<file path="config.mk">
export PLATFORM = sky130hd
export DESIGN_NAME = voice_allocator
export DESIGN_NICKNAME = d
export VERILOG_FILES = /design/src/rtl/voice_allocator.sv
export SDC_FILE = /design/constraint.sdc
export NUM_CORES = 1
export LEC_CHECK = 0
export CAP_MARGIN = 0
export CORE_ASPECT_RATIO = 1.5
export CORE_MARGIN = 2
export CORE_UTILIZATION = 45
export DETAILED_ROUTE_END_ITERATION = 7
export HOLD_SLACK_MARGIN = 0.15
export PLACE_DENSITY = 0.72
export REMOVE_ABC_BUFFERS = 1
export SLEW_MARGIN = 20
export SYNTH_ARGS = -nofsm -noshare
export SYNTH_HDL_FRONTEND = slang
export SYNTH_SLANG_ARGS = --single-unit
</file>
<file path="constraint.sdc">
create_clock -name clk -period 8.59 [get_ports clk]
set_input_delay 1.2885 -clock clk [delete_from_list [all_inputs] [get_ports clk]]
set_output_delay 1.2885 -clock clk [all_outputs]
set_load 0.1 [all_outputs]
</file>
<file path="src/rtl/voice_allocator.sv">
// voice_allocator: assigns note events to free, released or stolen voices. Ports: clk/rst_n, ev_* handshake, voice_idle in, voice_gate/note/load and steal out.
module voice_allocator #(
  parameter int NUM_VOICES    = 4,
  parameter int NOTE_BITS     = 7,
  parameter int AGE_BITS      = 8,
  parameter int RETRIG_CYCLES = 2048
) (
  input  logic                            clk,
  input  logic                            rst_n,
  input  logic                            ev_valid,
  output logic                            ev_ready,
  input  logic                            ev_on,
  input  logic [NOTE_BITS-1:0]            ev_note,
  input  logic [NUM_VOICES-1:0]           voice_idle,
  output logic [NUM_VOICES-1:0]           voice_gate,
  output logic [NUM_VOICES*NOTE_BITS-1:0] voice_note,
  output logic [NUM_VOICES-1:0]           voice_load,
  output logic                            steal
);
  localparam int IW = NUM_VOICES > 1 ? $clog2(NUM_VOICES) : 1;
  localparam int CW = $clog2(RETRIG_CYCLES + 1);
  localparam logic [IW-1:0] LAST = IW'(NUM_VOICES - 1);
  typedef enum logic [2:0] {WAIT, SCAN, ACT, APPLY, RETRIG} state_t;
  typedef enum logic [1:0] {M_NONE, M_OFF, M_ASSIGN, M_RETRIG} mode_t;
  state_t state, next;
  mode_t mode;
  logic [IW-1:0] idx, tgt, match_idx, free_idx, rel_idx, old_idx;
  logic match_f, free_f, rel_f, old_f, on_q, steal_q, accept, do_load;
  logic [NOTE_BITS-1:0] note_q;
  logic [NOTE_BITS-1:0] notes [NUM_VOICES];
  logic [AGE_BITS-1:0] ages [NUM_VOICES];
  logic [AGE_BITS-1:0] rel_age, old_age;
  logic [CW-1:0] cnt;
  for (genvar i = 0; i < NUM_VOICES; i++) begin : g_note
    assign voice_note[i*NOTE_BITS +: NOTE_BITS] = notes[i];
  end
  assign accept = state == WAIT && ev_valid && ev_ready;
  // a voice takes its new note either straight from APPLY or at the end of the retrigger gap
  assign do_load = (state == APPLY && mode == M_ASSIGN) || (state == RETRIG && cnt == '0);
  always_ff @(posedge clk or negedge rst_n) begin
    if (!rst_n) state <= WAIT;
    else state <= next;
  end
  always_comb begin
    next = state;
    case (state)
      WAIT:    next = accept ? SCAN : WAIT;
      SCAN:    next = idx == LAST ? ACT : SCAN;
      ACT:     next = APPLY;
      APPLY:   next = mode == M_RETRIG ? RETRIG : WAIT;
      RETRIG:  next = cnt == '0 ? WAIT : RETRIG;
      default: next = WAIT;
    endcase
  end
  always_ff @(posedge clk or negedge rst_n) begin
    if (!rst_n) begin
      ev_ready   <= 1'b0;
      voice_gate <= '0;
      voice_load <= '0;
      steal      <= 1'b0;
      mode       <= M_NONE;
      {idx, tgt, match_idx, free_idx, rel_idx, old_idx} <= '0;
      {match_f, free_f, rel_f, old_f, on_q, steal_q} <= '0;
      note_q     <= '0;
      rel_age    <= '0;
      old_age    <= '0;
      cnt        <= '0;
      for (int i = 0; i < NUM_VOICES; i++) begin
        notes[i] <= '0;
        ages[i]  <= '0;
      end
    end else begin
      ev_ready   <= next == WAIT;
      voice_load <= '0;
      steal      <= 1'b0;
      case (state)
        WAIT: if (accept) begin
          on_q   <= ev_on;
          note_q <= ev_note;
          idx    <= '0;
          {match_f, free_f, rel_f, old_f} <= '0;
        end
        SCAN: begin
          if (voice_gate[idx] && notes[idx] == note_q && !match_f) begin
            match_f   <= 1'b1;
            match_idx <= idx;
          end
          if (!voice_gate[idx] && voice_idle[idx] && !free_f) begin
            free_f   <= 1'b1;
            free_idx <= idx;
          end
          // strict compare keeps the lowest index on age ties
          if (!voice_gate[idx] && !voice_idle[idx] && (!rel_f || ages[idx] > rel_age)) begin
            rel_f   <= 1'b1;
            rel_idx <= idx;
            rel_age <= ages[idx];
          end
          if (voice_gate[idx] && (!old_f || ages[idx] > old_age)) begin
            old_f   <= 1'b1;
            old_idx <= idx;
            old_age <= ages[idx];
          end
          idx <= idx + 1'b1;
        end
        ACT: begin
          steal_q <= 1'b0;
          if (!on_q) mode <= M_OFF;
          else if (match_f) begin
            mode <= M_RETRIG;
            tgt  <= match_idx;
          end else if (free_f || rel_f) begin
            mode <= M_ASSIGN;
            tgt  <= free_f ? free_idx : rel_idx;
          end else begin
            mode    <= M_RETRIG;
            tgt     <= old_idx;
            steal_q <= 1'b1;
          end
        end
        APPLY: begin
          if (mode == M_OFF)
            for (int i = 0; i < NUM_VOICES; i++)
              if (voice_gate[i] && notes[i] == note_q) voice_gate[i] <= 1'b0;
          if (mode == M_RETRIG) begin
            voice_gate[tgt] <= 1'b0;
            cnt             <= CW'(RETRIG_CYCLES - 1);
          end
        end
        RETRIG: if (cnt != '0) cnt <= cnt - 1'b1;
        default: ;
      endcase
      if (do_load) begin
        notes[tgt]      <= note_q;
        voice_gate[tgt] <= 1'b1;
        voice_load[tgt] <= 1'b1;
        steal           <= steal_q && state == RETRIG;
        for (int i = 0; i < NUM_VOICES; i++)
          ages[i] <= IW'(i) == tgt ? '0 : (&ages[i] ? ages[i] : ages[i] + 1'b1);
      end
    end
  end
endmodule

</file>
==> metrics.md <==
| Metric | Value |
|---|---|
| Status | `complete, no violations` |
| Cell with the most instances after synthesis | `sky130_fd_sc_hd__dfrtp_1` |
| Number of primary I/O pins | `53` |
| Maximum number of pins on one net before global-route repair | `74` |
| Final Skew | `between 0.01 and 0.015 ns` |
| Number of gates resized after CTS | `0` |
| Port bufs | `52` |
| Final-report hold violation count | `0` |
| Initial antenna violation count | `0` |
| Crit path time final | `3.43 ns` |
| Post-synthesis sequential element count | `~130` |
| Area inside the core boundary | `0.0156 sq mm` |
| Req. time, crit path | `approximately 9 ns` |
| Async S/R FF share, synth | `1.00` |
| Final non-filler cell area | `roughly 0.0083 sq mm` |
| Pre-CTS worst setup slack | `slightly above 5 ns` |
| Fin Hold WS | `about 0.51 ns` |
| Finish-stage setup viols | `0` |
| DR DRC count | `0` |
| Horiz. Die Dim | `between 100 and 150 microns` |
| TritonCTS Sinks | `about 130` |
| Final ANT Viol Nets | `0` |
| Path length in cells of the critical path | `8` |
| Largest stage delay, worst path | `~0.75 ns` |
| Total negative slack for setup checks | `0 ns` |
| Total routing usage reported by global routing | `0.206` |
| Vias in the first global route | `approximately 5600` |
| Biggest fanout along the worst timing path | `13` |
| Cells on Worst Hold Path | `1` |
| Number of enable flip-flop cells after synthesis | `0` |
| DP HPWL | `around 12000 microns` |
| Die extent in y | `about 160 microns` |
| Standard cell with the maximum stage delay on the critical path | `sky130_fd_sc_hd__mux4_1` |
| Overall routed net length | `about 17000 microns` |
| Drt first pass iters | `4` |
| Die area | `between 0.015 and 0.02 sq mm` |
| Type of the tightest min-delay check | `reg2reg` |
| Depth of the most critical reg-to-reg path | `8` |
| Routability congestion estimate | `0.892` |
| Path type of the worst setup path | `reg2reg` |
| Ys Warns | `0` |
| Root buffer cell | `sky130_fd_sc_hd__clkbuf_16` |
| Share of cells above drive strength 1 | `0.169` |
| Vias post-DR | `between 5000 and 6000` |
| Inserted Diodes | `0` |
| Count of buffering cells on the critical path with inverters included | `0` |
| Cell type with the highest aggregate area in the netlist | `sky130_fd_sc_hd__dfrtp_1` |
| Rel. slew slack | `0.313` |
| Unrepaired setup endpoints after global routing | `no` |
| LEAKAGE | `~3.5 nW` |
| Cts bufs inserted | `17` |
| Post-detailed-route via-to-cell ratio | `between 5 and 6` |
| Max-cap violations | `0` |
| Yosys cell types | `61` |
| Post-Route Utilization | `0.534` |
| Gate family responsible for the most delay along the worst path | `multiplexers` |
| Commonest register cell after synthesis | `sky130_fd_sc_hd__dfrtp_1` |
| Floorplan row count | `56` |
| Pwr Total | `2.88 mW` |
| Mean routed wirelength per cell | `between 15 and 20 microns` |
| Placed Instance Area | `0.00775 sq mm` |
| Clock Pin Slew Worst Setup and Hold Paths | `0.06 ns` |
| Slew Limit Fails | `0` |
| Synth Instances | `roughly 660` |
| Number of hold-repair buffers added at the cts stage | `0` |
| Worst Slack Setup Final | `just over 5 ns` |
| Post-synthesis to final-layout area growth | `16.4%` |
| Largest voltage drop on the vdd net | `between 0.2 and 0.3 mV` |
| Mapped cell area | `around 0.007 sq mm` |
| Period Utilization, post-route | `0.400` |
| Slew @ Worst Pin | `approximately 1.0 ns` |
| Most numerous cell on the critical path | `sky130_fd_sc_hd__o21a_1` |
| Avg Cell Area, Syn | `between 10 and 15 sq um` |
| TritonCTS clock tree | `yes` |
| Power density normalized to cell area | `approximately 350 mW/mm^2` |
| First-pass GRT wire length | `27400 microns` |
| Setup fix buffers added after clock tree synthesis | `0` |
| Starting Density | `0.458` |
| Clk Latency, worst-skew pair | `between 0.4 and 0.5 ns` |
| Grt ovf | `0` |
| Startpoint Class | `flop` |
| Sequential area share after synthesis | `0.447` |
| Main area contributors after synthesis | `sky130_fd_sc_hd__dfrtp_1, sky130_fd_sc_hd__mux2_2, sky130_fd_sc_hd__xnor2_1, sky130_fd_sc_hd__ha_1, sky130_fd_sc_hd__mux4_1` |
| Achievable Freq | `between 200 and 300 MHz` |
| Element type at the critical path end | `flop` |
| Arrival time at the worst endpoint | `approximately 3.7 ns` |
| Final nets | `740` |
| Share of the synthesized area in the top cell type | `0.447` |
| Maximum count of clock buffers along a single path | `2` |
| Level count of the clock H-tree | `4` |
| Placed Instances | `887` |
| Chain of cells forming the critical path | `mux4_1 > ha_1 > nor2b_1 > o21a_1 > o21a_1 > o21ai_0 > a41oi_2 > mux2_2` |
| Count of routing violations after the opening detailed-route iteration | `287` |
| Commonest cells in the synthesized netlist | `sky130_fd_sc_hd__dfrtp_1, sky130_fd_sc_hd__mux2_2, sky130_fd_sc_hd__nand2_1, sky130_fd_sc_hd__nor2_1, sky130_fd_sc_hd__o21ai_0` |
| Final non-filler cell total | `919` |
-- final timing paths --
kind / startpoint / endpoint / slack, ns
min reg2reg: old_age[2] / old_age[2] / 0.51
max: idx[0] / old_age[4] / 5.16
max in group asynchronous: rst_n / ages[11] / 6.22
min in group asynchronous: rst_n / voice_note[21] / 0.92
min: old_age[2] / old_age[2] / 0.51
max reg2reg: idx[0] / old_age[4] / 5.16
-- where the power goes --
part | switching, mW | leakage, nW | total [mW] | internal, mW
Sequential | 0.252 | 1.71 | 1.00 | 0.751
Clock | 0.295 | 0.275 | 0.711 | 0.416
Combinational | 0.714 | 1.54 | 1.17 | 0.456
-- layer usage --
| metal | wire length [microns] | GRT usage | vias to the layer above |
|---|---|---|---|
| met1 | 6680 | 0.231 | 2704 |
| li1 | - | - | 2492 |
| met5 | 0 | 0 | - |
| met3 | 500 | 0.0422 | 29 |
| met4 | 371 | 0.0841 | 0 |
| met2 | 8990 | 0.378 | 111 |
-- final cells by class --
class	instances	area, sq um
well taps	203	254
multi-input cells	475	3650
clock buffers	18	439
clock inverters	14	144
repair buffers	57	556
fillers	1340	7290
flip-flops and latches	128	3200
inverters	24	90.1
-- registers in the layout (all words and copies together), names as in the netlist, 3 cells and up --
name	cells
voice_load	4
cnt	12
voice_note	28
state	3
note_q	7
old_age	8
voice_gate	4
rel_age	8
ages	32
-- kinds of logic (layout without fill, tap and decap cells) --
| group | count (synthesis) | in the layout | synth area share |
|---|---|---|---|
| mux | 85 | 85 | 0.161 |
| xor+xnor | 43 | 43 | 0.0526 |
| simple gates | 205 | 205 | 0.153 |
| compound gates | 120 | 120 | 0.103 |
| fa+ha+maj | 22 | 22 | 0.0384 |
| buf+inv | 56 | 113 | 0.0444 |
| flops | 128 | 128 | 0.447 |
-- layout by cell type, fill, tap and decap left out, drive strengths merged, types with 7 or more instances in the layout --
cell type,instances
xnor2,38
ha,22
clkbuf,18
a21oi,40
nand3,40
mux2,62
mux2i,8
clkdlybuf4s50,51
nand4,13
nor2,47
nor3,11
o31ai,7
mux4,15
inv,33
o21ai,41
dfrtp,128
nand2,47
o41ai,7
No activity file was read; power rests on OpenSTA's default activity.
